File: config.mk
export PLATFORM = sky130hd
export DESIGN_NAME = cache_mem_arbiter
export DESIGN_NICKNAME = d
export VERILOG_FILES = /design/src/rtl/cache_mem_arbiter.sv
export SDC_FILE = /design/constraint.sdc
export NUM_CORES = 1
export LEC_CHECK = 0
export CAP_MARGIN = 20
export CORE_AREA = 2 2 149 151
export CTS_BUF_LIST = sky130_fd_sc_hd__clkbuf_8
export CTS_CLUSTER_DIAMETER = 100
export DETAILED_ROUTE_END_ITERATION = 6
export DIE_AREA = 0 0 151 153
export SYNTH_ARGS = -nofsm -noshare
export SYNTH_HDL_FRONTEND = slang
export SYNTH_SLANG_ARGS = --single-unit
File: constraint.sdc
create_clock -name clk -period 3.3 [get_ports clk]
set_clock_uncertainty 0.2 [all_clocks]
set_input_delay 0.33 -clock clk [delete_from_list [all_inputs] [get_ports clk]]
set_output_delay 0.33 -clock clk [all_outputs]
set_load 0.01 [all_outputs]
File: src/rtl/cache_mem_arbiter.sv
// cache_mem_arbiter: round-robin arbiter sharing one Avalon-MM memory slave among cache m0 masters
// Ports: clk, reset (async, active high);
//   m_address/m_read/m_write/m_writedata in, packed per master (slice i is master i);
//   m_readdata (broadcast) and m_waitrequest (per master) out;
//   s_* drive the shared memory slave; grant is the one-hot owner; busy is high when not idle.
module cache_mem_arbiter #(
   parameter int NUM_MASTERS = 4,
   parameter int ADDR_W      = 28,
   parameter int DATA_W      = 32,
   parameter int HOLD_CYCLES = 2,
   parameter int MAX_BURST   = 256
) (
   input  logic                          clk,
   input  logic                          reset,
   input  logic [NUM_MASTERS*ADDR_W-1:0] m_address,
   input  logic [NUM_MASTERS-1:0]        m_read,
   input  logic [NUM_MASTERS-1:0]        m_write,
   input  logic [NUM_MASTERS*DATA_W-1:0] m_writedata,
   output logic [DATA_W-1:0]             m_readdata,
   output logic [NUM_MASTERS-1:0]        m_waitrequest,
   output logic [ADDR_W-1:0]             s_address,
   output logic                          s_read,
   output logic                          s_write,
   output logic [DATA_W-1:0]             s_writedata,
   input  logic [DATA_W-1:0]             s_readdata,
   input  logic                          s_waitrequest,
   output logic [NUM_MASTERS-1:0]        grant,
   output logic                          busy
);
   localparam int OW = $clog2(NUM_MASTERS);
   typedef enum logic [1:0] {IDLE, BUSY, HOLD} state_t;
   state_t state, state_n;
   logic [OW-1:0] owner, owner_n, last, last_n, pick, sel;
   logic [8:0] burst_cnt, burst_n;
   logic [3:0] hold_cnt, hold_n;
   logic [NUM_MASTERS-1:0] req, own_oh, cand;
   logic found, own_req, others;
   assign req     = m_read | m_write;
   assign own_oh  = {{(NUM_MASTERS-1){1'b0}}, 1'b1} << owner;
   assign own_req = req[owner];
   assign others  = |(req & ~own_oh);
   // a saturated owner in HOLD must hand over, so it is masked out of the search
   assign cand    = (state == HOLD) ? req & ~own_oh : req;
   always_comb begin
      pick  = '0;
      found = 1'b0;
      for (int k = 1; k <= NUM_MASTERS; k++) begin
         if (!found && cand[OW'((int'(last) + k) % NUM_MASTERS)]) begin
            pick  = OW'((int'(last) + k) % NUM_MASTERS);
            found = 1'b1;
         end
      end
   end
   always_comb begin
      state_n = state;
      owner_n = owner;
      last_n  = last;
      burst_n = burst_cnt;
      hold_n  = hold_cnt;
      case (state)
         IDLE: if (|req) begin
            owner_n = pick;
            last_n  = pick;
            burst_n = '0;
            state_n = BUSY;
         end
         BUSY: if (!own_req) begin
            burst_n = '0;
            state_n = IDLE;
         end else if (!s_waitrequest) begin
            burst_n = (burst_cnt == 9'(MAX_BURST)) ? burst_cnt : burst_cnt + 9'd1;
            hold_n  = 4'(HOLD_CYCLES);
            state_n = HOLD;
         end
         HOLD: if (own_req && (burst_cnt < 9'(MAX_BURST) || !others)) begin
            state_n = BUSY;
         end else if (own_req) begin
            owner_n = pick;
            last_n  = pick;
            burst_n = '0;
            state_n = BUSY;
         end else if (hold_cnt == '0) begin
            burst_n = '0;
            state_n = IDLE;
         end else begin
            hold_n = hold_cnt - 4'd1;
         end
         default: state_n = IDLE;
      endcase
   end
   always_ff @(posedge clk or posedge reset) begin
      if (reset) begin
         state     <= IDLE;
         owner     <= '0;
         last      <= OW'(NUM_MASTERS - 1);
         burst_cnt <= '0;
         hold_cnt  <= '0;
      end else begin
         state     <= state_n;
         owner     <= owner_n;
         last      <= last_n;
         burst_cnt <= burst_n;
         hold_cnt  <= hold_n;
      end
   end
   // a read+write collision is treated as a read
   assign sel           = (state == IDLE) ? '0 : owner;
   assign s_address     = m_address[int'(sel)*ADDR_W +: ADDR_W];
   assign s_writedata   = m_writedata[int'(sel)*DATA_W +: DATA_W];
   assign s_read        = (state == BUSY) & m_read[sel];
   assign s_write       = (state == BUSY) & m_write[sel] & ~m_read[sel];
   assign m_readdata    = s_readdata;
   assign grant         = (state == IDLE) ? '0 : own_oh;
   assign busy          = state != IDLE;
   assign m_waitrequest = ~(grant & {NUM_MASTERS{state == BUSY && !s_waitrequest}});
endmodule

==> results by group <==
Global routing
  – Aggregate global-route resource usage: 0.166
  – Antenna violations before repair: 0
  – First-pass GRT wire length: 29,200 um
  – Grt total ovfl: 0
  – Largest net degree at the start of global routing: 70
  – Vias in the first global route: 4,739

CTS
  – H-Tree Depth: 1
  – Max Buffers Root-to-Sink: 2
  – Worst-Skew Late Latency: 0.27 ns
  – CTS Hold Buffers Added: 0
  – Clock Sinks: 19
  – Clk slew on worst S/H paths: 0.08 ns
  – TritonCTS clock tree: yes
  – TritonCTS Buffers: 3
  – Buffers inserted by post-CTS timing repair: 0
  – Root Buffer: clkbuf_8

Drt
  – Residual DRC: 0
  – TritonRoute pass-1 iters: 4
  – Total wire length: 20,300 um
  – DR vias/cell: 4.60
  – DR iter-0 viols: 219
  – Wire per inst: 19.4 um
  – Via Count: 4,820
  – Antenna Violating Nets Remaining: 0

Yosys
  – #FFs+latches synth: 19
  – Count of cell types in the netlist: 46
  – Post-synthesis async set-or-reset flop share: 1.00
  – Synth area leader: nand2_1
  – Synth Flop Type: dfrtp_1
  – Mapped Cells: 489
  – Largest family of logic cells by synthesized area: compound AO/OA/AOI/OAI gates
  – Synth Area in XOR/XNOR: 0.00557
  – Mux cell area share after synthesis: 0.0541
  – Syn. warnings: 0
  – Post-synth EDFFs: 0
  – Post-Syn Area: 3150 um2
  – Syn_nets: 776
  – Compound-Gate Fraction of Synth Area: 0.357
  – Share of the synthesized area in the top cell type: 0.155
  – Synth Area in Adders: 0.0159
  – Syn_area_per_cell: 6.44 um2
  – Post-synthesis simple-gate area fraction: 0.273
  – Sequential fraction of the synthesis area: 0.152
  – Synth top area cells: nand2_1 (16%), dfrtp_1 (14%), a31oi_1 (11%)

Cells and area
  – Fin nets: 1,054
  – Synth-to-Final Area Change: 111%
  – Layout cell share with drive strength beyond 1: 0.0731
  – Fill count: 2,325

STA
  – Worst slew pin tran: 0.755 ns
  – Max-slew headroom: 0.496
  – Final slew viol count: 0
  – RSZ-0062 raised after global routing: false
  – Final Setup Violations: 0
  – Upper clock frequency limit: 320 MHz
  – Fin Setup TNS: 0 ns
  – Tcrit/Tclk final: 0.947
  – Tmin final: 3.13 ns
  – Final hold vios: 0

Floorplanning
  – Starting Density: 0.146
  – Row Count: 54
  – Core ar.: 21,500 um2
  – Die height: 153 um
  – I/O pin count: 386
  – DIE AREA: 23,100 um2
  – Die outline width: 151 um

Setup path
  – R2R depth: 5
  – Reg2reg end: burst_cnt[3]
  – Worst-path cell chain: nor2_1 > inv_2 > and2_2 > buf_4 > buf_12 > nand2_1 > a31oi_1 > clkdlybuf4s50_1
  – WP data arrival: 2.60 ns
  – CP max stage cell: clkdlybuf4s50_1
  – Critical Path Start Type: register
  – Crit. End Element: output port
  – R2r setup slk: 0.66 ns
  – Crit-path max FO: 34
  – WP buf/inv: 4
  – Delay-heaviest family, CP: buffers and inverters
  – FF-to-FF Start: owner[0]
  – CP Class: register to output port
  – Largest stage delay, worst path: 0.62 ns
  – Required time of the worst setup path: 2.77 ns

Placed design
  – Input/output buffers: 321
  – Hpwl dp: 16,900 um
  – Gpl congestion: 0.868

Hold path
  – Hold Path Class: primary input to async pin

Pwr
  – Power Total: 5.81 mW
  – P_leak: 2.54 nW
  – Worst IR Drop VDD: 322 uV
  – Pwr per Cell Area: 876 nW/um2

Outcome
  – Status: finished clean

Flow run
  – MaxCap Viol Count: 0
power breakdown:
part	switching (mW)	internal (mW)	leakage (nW)	total [mW]
Combinational	2.75	2.48	2.28	5.23
Sequential	0.0912	0.312	0.242	0.404
Clock	0.0883	0.0844	0.0255	0.173
registers in the layout (all words and copies together) (netlist names):
register   flops
owner          2
burst_cnt      9
state          2
last           2
hold_cnt       4
how the worst max path moves through the flow:
stage,from,endpoint,slack [ns],cells after the start
5_1_grt,state[1],s_writedata[8],0.02,8
3_3_place_gp,owner[1],s_writedata[3],0.12,6
2_1_floorplan,state[1],s_address[21],0.66,9
6_report,state[1],s_writedata[8],0.17,8
4_1_cts,state[1],s_writedata[5],-0.006,8
3_5_place_dp,owner[1],s_writedata[3],0.15,6
cells by family after synthesis:
| family | after synthesis |
|---|---|
| buf+inv | 83 |
| flops | 19 |
| xor+xnor | 2 |
| compound gates | 168 |
| fa+ha+maj | 4 |
| mux | 14 |
| simple gates | 199 |
final cells by class:
type,instances,area [um2],area share
repair buffers,343,3450,0.519
multi-input cells,387,2260,0.341
flip-flops and latches,19,479,0.0722
well taps,280,350,0.0528
inverters,13,48.8,0.00735
clock buffers,3,41.3,0.00622
clock inverters,1,5.00,0.000754
diodes,1,2.50,0.000377
timing repair:
item	4_1_cts	5_1_grt
gates cloned	0	1
pin swaps	0	0
resized for setup	4	7
endpoints found under the setup margin	4	44
synthesized netlist by cell type, drive strengths merged (5+ instances only):
cell type,number
a211oi,15
a21oi,12
a31oi,57
and2,13
and3,8
buf,42
clkbuf,28
dfrtp,17
inv,12
mux2i,8
nand2,130
nand3,5
nor2,21
nor2b,8
o21ai,11
o22ai,49
o32a,6
or2,5
per-stage QoR:
| stage | util | hold WS, ns | instance area [um2] | cells | setup WS [ns] |
|---|---|---|---|---|---|
| after global placement | 0.303 | 0.305 | 6520 | 1041 | 0.116 |
| final | 0.309 | 0.290 | 6640 | 1047 | 0.174 |
| after global routing | 0.309 | 0.349 | 6630 | 1046 | 0.0163 |
| after CTS | 0.306 | 0.325 | 6580 | 1045 | -0.00643 |
| after detailed placement | 0.303 | 0.308 | 6520 | 1041 | 0.146 |
| after floorplan | - | 0.0796 | 3150 | 489 | 0.656 |
layer usage:
layer	GRT usage	share of wire	vias to the layer above
li1	-	-	2319
met1	0.226	0.44	2256
met2	0.271	0.47	224
met3	0.0376	0.077	21
met4	0.0285	0.014	0
met5	0	0	-
placed cells by master (no fill, tap or decap), types with 2 or more instances in the layout:
cell / n
o22ai_1: 49
nor4_1: 2
a21oi_1: 12
clkdlybuf4s50_1: 319
nor3_1: 4
o32a_1: 6
and3_1: 8
a211oi_1: 15
nand2_1: 127
nand2b_1: 2
a21o_1: 4
ha_1: 4
o221a_2: 3
inv_2: 2
xor2_1: 2
a31oi_1: 53
dfrtp_1: 16
buf_4: 18
buf_12: 4
mux2_2: 3
or2_2: 4
a31oi_2: 4
o32ai_1: 2
dfstp_2: 2
o21ai_0: 11
nor2b_1: 8
mux2i_1: 8
clkbuf_8: 3
nand3_1: 5
nor2_1: 21
mux4_2: 2
and2_1: 12
nand2_2: 2
inv_1: 11
No activity file was read; power rests on OpenSTA's default activity.
